**config.mk**
```make
export PLATFORM = sky130hd
export DESIGN_NAME = led_pattern_ctrl_flat
export DESIGN_NICKNAME = d
export VERILOG_FILES = /design/src/rtl/led_pattern_ctrl_if.sv /design/src/rtl/led_pattern_ctrl.sv /design/src/flat_wrapper.sv
export SDC_FILE = /design/constraint.sdc
export NUM_CORES = 1
export LEC_CHECK = 0
export CORE_UTILIZATION = 62
export CTS_CLUSTER_DIAMETER = 100
export DETAILED_ROUTE_END_ITERATION = 8
export HOLD_SLACK_MARGIN = 0.1
export PLACE_DENSITY_LB_ADDON = 0.2
export SLEW_MARGIN = 20
export SYNTH_ARGS = -nofsm -noshare
export SYNTH_HDL_FRONTEND = slang
export SYNTH_SLANG_ARGS = --single-unit
export TNS_END_PERCENT = 1
```
**constraint.sdc**
```tcl
create_clock -name i_Clk -period 2.85 [get_ports i_Clk]
set_clock_uncertainty 0.1 [all_clocks]
set_input_delay 0.285 -clock i_Clk [delete_from_list [all_inputs] [get_ports i_Clk]]
set_output_delay 0.285 -clock i_Clk [all_outputs]
set_load 0.005 [all_outputs]
```
**src/rtl/led_pattern_ctrl_if.sv**
```systemverilog
// Button/LED bundle between the raw board pins and the LED pattern engine.
interface led_pattern_ctrl_if #(
  parameter int unsigned NUM_LEDS = 4
);
  logic [3:0]          i_Btn;
  logic [NUM_LEDS-1:0] o_LED;
  logic [1:0]          o_Mode;

  modport master (output i_Btn, input o_LED, input o_Mode);
  modport slave  (input i_Btn, output o_LED, output o_Mode);
endinterface

```
**src/rtl/led_pattern_ctrl.sv**
```systemverilog
// Debounced four-button mode selector driving STATIC/CHASE/BOUNCE/BLINK LED patterns.
// Press events win over same-cycle step ticks; the lowest button index wins among presses.
module led_pattern_ctrl #(
  parameter int unsigned NUM_LEDS      = 4,
  parameter int unsigned CLKS_PER_STEP = 6250000,
  parameter int unsigned DEBOUNCE_CLKS = 250000
) (
  input  logic              i_Clk,
  input  logic              i_Rst_L,
  led_pattern_ctrl_if.slave bus
);
  localparam int unsigned NUM_BTNS = 4;
  localparam int unsigned STEP_W   = $clog2(CLKS_PER_STEP);
  localparam int unsigned DB_W     = $clog2(DEBOUNCE_CLKS);
  localparam logic [STEP_W-1:0]   STEP_LAST = STEP_W'(CLKS_PER_STEP - 1);
  localparam logic [DB_W-1:0]     DB_LAST   = DB_W'(DEBOUNCE_CLKS - 1);
  localparam logic [NUM_LEDS-1:0] LED_BIT0  = NUM_LEDS'(1);

  typedef enum logic [1:0] {
    MODE_STATIC = 2'd0,
    MODE_CHASE  = 2'd1,
    MODE_BOUNCE = 2'd2,
    MODE_BLINK  = 2'd3
  } mode_e;

  logic [NUM_BTNS-1:0]           sync1_q, sync2_q, db_q, db_d, db_prev_q;
  logic [NUM_BTNS-1:0][DB_W-1:0] db_cnt_q, db_cnt_d;
  logic [NUM_BTNS-1:0]           press_c;
  logic                          press_vld_c;
  logic [1:0]                    press_idx_c;

  mode_e               mode_q, mode_d;
  logic [NUM_LEDS-1:0] led_q, led_d, led_rotl_c, shifted_c;
  logic [STEP_W-1:0]   step_cnt_q, step_cnt_d;
  logic                dir_left_q, dir_left_d;
  logic                step_c;

  // Input path: 2-flop synchroniser plus per-button debounce state
  always_ff @(posedge i_Clk or negedge i_Rst_L) begin
    if (!i_Rst_L) begin
      sync1_q   <= '0;
      sync2_q   <= '0;
      db_q      <= '0;
      db_prev_q <= '0;
      db_cnt_q  <= '0;
    end else begin
      sync1_q   <= bus.i_Btn;
      sync2_q   <= sync1_q;
      db_q      <= db_d;
      db_prev_q <= db_q;
      db_cnt_q  <= db_cnt_d;
    end
  end

  always_comb begin
    db_d     = db_q;
    db_cnt_d = db_cnt_q;
    for (int i = 0; i < NUM_BTNS; i++) begin
      if (sync2_q[i] == db_q[i]) begin
        db_cnt_d[i] = '0;
      end else if (db_cnt_q[i] == DB_LAST) begin
        db_d[i]     = sync2_q[i];
        db_cnt_d[i] = '0;
      end else begin
        db_cnt_d[i] = db_cnt_q[i] + DB_W'(1);
      end
    end
  end

  assign press_c = db_q & ~db_prev_q;

  // Lowest-index press wins
  always_comb begin
    press_vld_c = 1'b0;
    press_idx_c = 2'd0;
    for (int i = NUM_BTNS - 1; i >= 0; i--) begin
      if (press_c[i]) begin
        press_vld_c = 1'b1;
        press_idx_c = 2'(i);
      end
    end
  end

  // Mode state register
  always_ff @(posedge i_Clk or negedge i_Rst_L) begin
    if (!i_Rst_L) mode_q <= MODE_STATIC;
    else          mode_q <= mode_d;
  end

  // Mode next-state
  always_comb begin
    mode_d = mode_q;
    if (press_vld_c) mode_d = mode_e'(press_idx_c);
  end

  assign led_rotl_c = {led_q[NUM_LEDS-2:0], led_q[NUM_LEDS-1]};
  assign step_c     = (mode_q != MODE_STATIC) && (step_cnt_q == STEP_LAST);

  // Pattern, step counter and bounce direction next-state
  always_comb begin
    led_d      = led_q;
    step_cnt_d = step_cnt_q;
    dir_left_d = dir_left_q;
    shifted_c  = dir_left_q ? (led_q << 1) : (led_q >> 1);
    if (press_vld_c) begin
      if ((press_idx_c == MODE_STATIC) && (mode_q == MODE_STATIC)) begin
        led_d = led_rotl_c;
      end else begin
        led_d      = (press_idx_c == MODE_BLINK) ? '1 : LED_BIT0;
        step_cnt_d = '0;
        dir_left_d = 1'b1;
      end
    end else if (mode_q != MODE_STATIC) begin
      step_cnt_d = step_c ? '0 : step_cnt_q + STEP_W'(1);
      if (step_c) begin
        case (mode_q)
          MODE_CHASE: led_d = led_rotl_c;
          MODE_BOUNCE: begin
            led_d = shifted_c;
            if (dir_left_q && shifted_c[NUM_LEDS-1]) dir_left_d = 1'b0;
            if (!dir_left_q && shifted_c[0])         dir_left_d = 1'b1;
          end
          MODE_BLINK: led_d = ~led_q;
          default:    led_d = led_q;
        endcase
      end
    end
  end

  always_ff @(posedge i_Clk or negedge i_Rst_L) begin
    if (!i_Rst_L) begin
      led_q      <= LED_BIT0;
      step_cnt_q <= '0;
      dir_left_q <= 1'b1;
    end else begin
      led_q      <= led_d;
      step_cnt_q <= step_cnt_d;
      dir_left_q <= dir_left_d;
    end
  end

  assign bus.o_LED  = led_q;
  assign bus.o_Mode = mode_q;

endmodule

```
**src/flat_wrapper.sv**
```systemverilog
// flat-port wrapper written by rule: the top's interface ports become plain ports
module led_pattern_ctrl_flat 
#(
  parameter int unsigned NUM_LEDS      = 4,
  parameter int unsigned CLKS_PER_STEP = 6250000,
  parameter int unsigned DEBOUNCE_CLKS = 250000
)
  (i_Clk, i_Rst_L, bus_i_Btn, bus_o_LED, bus_o_Mode);
  led_pattern_ctrl_if #(.NUM_LEDS(NUM_LEDS)) bus_i ();
  input  logic i_Clk;
  input  logic i_Rst_L;
  input wire logic [$bits(bus_i.i_Btn)-1:0] bus_i_Btn;
  output wire logic [$bits(bus_i.o_LED)-1:0] bus_o_LED;
  output wire logic [$bits(bus_i.o_Mode)-1:0] bus_o_Mode;
  assign bus_i.i_Btn = bus_i_Btn;
  assign bus_o_LED = bus_i.o_LED;
  assign bus_o_Mode = bus_i.o_Mode;
  led_pattern_ctrl #(.NUM_LEDS(NUM_LEDS), .CLKS_PER_STEP(CLKS_PER_STEP), .DEBOUNCE_CLKS(DEBOUNCE_CLKS)) u_core (.i_Clk(i_Clk), .i_Rst_L(i_Rst_L), .bus(bus_i));
endmodule
```
Word-level counts from Yosys, hierarchy flattened
Index checks and enable logic that the tools add are counted.

storage, ports and cells
  memories kept = 0
  memory bits (read-only) = 0
  latch bits = 0
  word-level logic and storage cells = 95
  bits in writable memories = 0
  input bits = 6
  output and inout port bits = 6
  bits in registers = 118

cells by class
  add/subtract/negate cells = 5
  equal/unequal tests = 14
  mux-type cells = 34
  multipliers = 0
  reduce and logical (&&, ||, !) cells = 20
  bitwise gates (word level) = 7
  divide/modulo/power cells = 0
  shifts and indexed selects = 0
  order comparisons = 0

operator list
  kind                                            number
  2-to-1 mux 18 bit                               8
  2-to-1 mux 23 bit                               4
  adder 18 x 1 -> 18 bit (second input constant)  4
  == test 18 bit (second input constant)          4
  2-to-1 mux 4 bit                                6
  adder 23 x 1 -> 23 bit (second input constant)  1
  == test 23 bit (second input constant)          1
  one-hot mux 4 bit (3 select lines)              1
  2-to-1 mux 1 bit                                11
  AND reduction 2 bit                             5
  2-to-1 mux 2 bit                                4
  inverter 4 bit                                  2
  nonzero test 2 bit                              4
  == test 2 bit (second input constant)           3
  AND reduction 5 bit                             1
  bitwise AND 4 bit                               1
  == test 1 bit                                   4
  logical AND 1 bit                               4
  zero test 2 bit                                 2
  inverter 1 bit                                  4
  nonzero test 4 bit                              1
  AND reduction 3 bit                             1
  nonzero test 3 bit                              1
  == test 2 x 1 -> 1 bit (second input constant)  1
  2 further kinds                                 2

Depth between registers and ports, before layout
  depth in word-level cells = 10
  mapped depth = 10
  depth with buffers taken out = 7

Least setup slack after synthesis
Ideal clock, no wire load.

  path type = register to register
  start point = reg u_core.mode_q[0] (netlist: u_core.bus.o_Mode[0])
  end point = reg u_core.led_q[0] (netlist: u_core.bus.o_LED[0])
  library setup time = 0.082 ns
  period minus slack after synthesis = 2.164 ns
  arrival = 1.981 ns
  path slack = 0.686 ns
  data required time = 2.668 ns
  cell stages (with the launch flop) = 7
  path buffers = 0
  cell sequence = dfrtp_1 inv_1 ha_1 nor4b_2 nand4_4 o41ai_4 mux2_4

between the ends
  word-level cells in the longest chain between the ends = 5
  elaborated cells between the ends (all ways) = 16
  those cells by class = eq/ne (3); mux (5); reduce/logical (8)

ends and longest elaborated chain
  what                                                     RTL line                 RTL
  start: declaration                                       led_pattern_ctrl.sv:32   mode_e mode_q, mode_d;
  start signal: assignment                                 led_pattern_ctrl.sv:87   else mode_q <= mode_d;
  == test 2 bit or == test 2 x 1 -> 1 bit (tied branches)  led_pattern_ctrl.sv:116  case (mode_q)
  one-hot mux 4 bit (3 select lines)                       led_pattern_ctrl.sv:116
  2-to-1 mux 4 bit                                         led_pattern_ctrl.sv:115  if (step_c) begin
  2-to-1 mux 4 bit                                         led_pattern_ctrl.sv:113  end else if (mode_q != MODE_STATIC) begin
  2-to-1 mux 4 bit                                         led_pattern_ctrl.sv:105  if (press_vld_c) begin
  end signal: assignment                                   led_pattern_ctrl.sv:136  led_q <= led_d;
  end: declaration                                         led_pattern_ctrl.sv:33   logic [NUM_LEDS-1:0] led_q, led_d, led_rotl_c, shifted_c;

Several ways; a longest one is shown, not always the timed one. The select of a mux whose other input is x is not followed.
A chain may end at the register's enable or synchronous reset.

Worst setup path after layout
  start point = reg u_core.mode_q[0] (netlist: u_core.bus.o_Mode[0])
  end point = reg u_core.step_cnt_q[22]

between the ends
  word-level cells in the longest chain between the ends = 5
  elaborated cells between the ends (all ways) = 10
  those cells by class = eq/ne (1); mux (3); reduce/logical (6)

ends and longest elaborated chain
  what                    RTL line                                         RTL
  nonzero test 2 bit      led_pattern_ctrl.sv:97, led_pattern_ctrl.sv:113
  logical AND 1 bit       led_pattern_ctrl.sv:97                           assign step_c = (mode_q != MODE_STATIC) && (step_cnt_q == STEP_LAST);
  2-to-1 mux 23 bit       led_pattern_ctrl.sv:114                          step_cnt_d = step_c ? '0 : step_cnt_q + STEP_W'(1);
  2-to-1 mux 23 bit       led_pattern_ctrl.sv:113
  2-to-1 mux 23 bit       led_pattern_ctrl.sv:105
  end signal: assignment  led_pattern_ctrl.sv:137                          step_cnt_q <= step_cnt_d;
  end: declaration        led_pattern_ctrl.sv:34                           logic [STEP_W-1:0] step_cnt_q, step_cnt_d;

Several ways; a longest one is shown, not always the timed one. The select of a mux whose other input is x is not followed.

==> flow_summary.toml <==
[drt]
drt_first_pass_iters = 6
ant_nets = 0
met3WireLength_um = 287
drt_wl_total_mm = 10.6
wl_met2_mm = 5.33
wl_met1_mm = 4.89
dr.max_layer_used = "met4"
drtIter0Drc = 205
routed_via_density = 5.75
wire_per_inst_um = 14.9
drcViolationCount = 0
num_vias = 4102

[clock_network]
clock_latency_ps = 520
post_cts_buffers = 0
hold_buffers = 2
cts.repair.resized = 0
ctsHtreeMaxLevel = 4
cts-root-buf = "clkbuf_8"
clock-sinks = 118
clockBufferDepth = 2
cts_buffers = 17
clk_pin_slew_worst_paths_ps = 50
cts_tree = "yes"

[synth]
synth_top_cell_area_share_pct = 50.4
synth.most_common_cell = "dfrtp_1"
yosys.area.top_type = "dfrtp_1"
synth_fp_nets = 587
synth_edf_count = 0
syn_inst = 573
synth_area_leaders = "dfrtp_1 50%, xor2_1 7.5%, nor2_1 7.2%"
async_flop_share_pct = 100
synth_seq_cells = 118
synth_seq_area_share_pct = 51.3
yosysUniqueCellTypes = 50
avgSynthCellArea_sq_um = 10.0
synth_flop_cell = "dfrtp_1"
synthTopCellsByCount = "116 x dfrtp_1, 110 x nor2_1, 49 x xor2_1, 37 x nand2_1, 35 x xnor2_1"
netlist_area_sq_mm = 0.00576
ys_warn_count = 0

[setup_path]
ff2ff_setup_slack_ps = 580
critPathBufInv = 1
critPathRequiredTime_ps = 3190
arrival_ps = 2610
path_depth = 7
cp-start-kind = "flop"
cpPeakStageDelay_ps = 430
crit_end = "u_core.step_cnt_q[22]"
path_cells = "inv_1, ha_1, and3b_1, a41oi_4, nand3_2, or4_4, a21oi_2"
r2r_start = "u_core.bus.o_Mode[0]"
cp_top_family = "simple AND/OR/NAND/NOR gates"
r2r_cells = 7
critPathKind = "flop to flop"
cp-startpoint = "u_core.bus.o_Mode[0]"
cp-end-kind = "flop"
cpMaxStageDelayCell = "or4_4"
r2r_end = "u_core.step_cnt_q[22]"
crit_fanout = 11

[finish]
nNetsFinal = 608
final_util_pct = 73.3
n_antenna_cell = 0
drive_above_1_share_pct = 9.09
final_area_sq_mm = 0.00649
syn_to_final_growth_pct = 12.7
nFillCells = 630
stdcell_count = 713

[power]
p_seq_share_pct = 47.7
power.internal_mw = 2.80
swShare_pct = 22.0
ir_drop_mv = 0.371
powerDensity_mw_per_mm2 = 553
p_clk_share_pct = 49.8
combPwrFrac_pct = 2.5
power.switching_uw = 791
p_leak_nw = 2.79

[timing]
setup_slack_ps = 581
finalSetupViolations = 0
drv_slew = 0
post-route-period-util_pct = 79.6
rsz0062_at_grt = "no"
relSlewSlack_pct = 37.5
tns_ps = 0
worst_pin_slew_ps = 929
fmax_ghz = 0.441
hold_viol = 0
period_needed_ps = 2270

[place]
port_buffers = 11
hpwl_mm = 6.78
place_inst = 680
pre_cts_ws_ps = 578
gp_congestion = 0.949
placed_cell_area_sq_mm = 0.00596

[floorplan]
core_sq_mm = 0.00885
die_w_um = 98.4
io_pins = 12
dieArea_sq_mm = 0.00967
die_h_um = 98.4
start_util_pct = 65.0
rows = 34

[grt]
overflow = 0
antenna_found_initial = 0
grt_pass1_vias = 4102
track_usage_pct = 24.6
grt_max_degree = 53
grt_first_pass_wirelength_mm = 18.8

[run_status]
status = "finished, final reports clean"

[min_path]
hold_depth = 1
hp-class = "primary input to flop"

[flow_run]
drv_cap = 0
==> worst min path at each step <==
stage,start,end
floorplan,i_Rst_L,u_core.bus.o_LED[1]
global placement,i_Rst_L,u_core.step_cnt_q[8]
detailed placement,i_Rst_L,u_core.step_cnt_q[8]
CTS,bus_i_Btn[1],u_core.sync1_q[1]
global route,bus_i_Btn[0],u_core.sync1_q[0]
finish,bus_i_Btn[0],u_core.sync1_q[0]
==> power groups by stage <==
stage,clock network (mW),logic (mW),registers (mW)
final,1.79,0.0893,1.71
after floorplan,0,0.0403,1.74
after CTS,1.83,0.0917,1.71
after detailed placement,0,0.0891,1.74
after global routing,1.90,0.105,1.71
after global placement,0,0.0866,1.74
==> worst reg2reg max path, delay by kind of cell, from the launching register on <==
family | cells | cell delay [ps]
flops | 1 | 380
buf+inv | 1 | 80
compound gates | 2 | 520
simple gates | 3 | 870
fa+ha+maj | 1 | 260
==> cell families after synthesis <==
kind of cell / after synthesis / share of synthesized area [%]
adder cells (fa/ha/maj): 8 / 1.74
AND/OR/NAND/NOR: 291 / 26.1
multiplexers: 6 / 1.22
buffers and inverters: 36 / 2.78
XOR/XNOR: 84 / 12.8
AO/OA/AOI/OAI: 30 / 4.02
flip-flops: 118 / 51.3
==> registers in the layout, indices dropped and copies added, names as in the netlist <==
signal,flops
u_core.db_cnt_q,72
u_core.step_cnt_q,23
u_core.bus.o_LED,4
u_core.db_prev_q,4
u_core.db_q,4
u_core.sync1_q,4
u_core.sync2_q,4
u_core.bus.o_Mode,2
u_core.dir_left_q,1
==> through the flow <==
| step | hold WS [ps] | total power [mW] |
|---|---|---|
| after global placement | 190 | 1.83 |
| final | 116 | 3.59 |
| after CTS | 101 | 3.63 |
| after global routing | 120 | 3.72 |
| after detailed placement | 189 | 1.83 |
| after floorplan | -111 | 1.78 |
==> cell usage in the layout, fill, tap and decap left out, drive strengths merged, types with 7 or more instances in the layout <==
cell type,count
a21oi,9
and3,8
and4,8
clkbuf,21
clkdlybuf4s50,10
clkinv,7
dfrtp,116
ha,8
inv,19
nand2,37
nand3,34
nand4,29
nor2,110
nor2b,8
nor3,12
nor4,19
o21ai,8
xnor2,35
xor2,49
==> final cells by class <==
type	count	area (sq um)	share of cell area, %
Clock inverter	9	57.6	0.887
Timing Repair Buffer	19	188	2.89
Clock buffer	21	439	6.77
Tap cell	108	135	2.08
Multi-Input combinational cell	419	2640	40.7
Inverter	19	71.3	1.10
Sequential cell	118	2960	45.6
==> layer usage <==
| layer | vias up | GRT usage (%) |
|---|---|---|
| met4 | 0 | 8.84 |
| li1 | 1998 | - |
| met1 | 2031 | 31.7 |
| met3 | 10 | 6.51 |
| met2 | 63 | 40.3 |
| met5 | - | 0 |
Power figures use the tool's default switching activity.
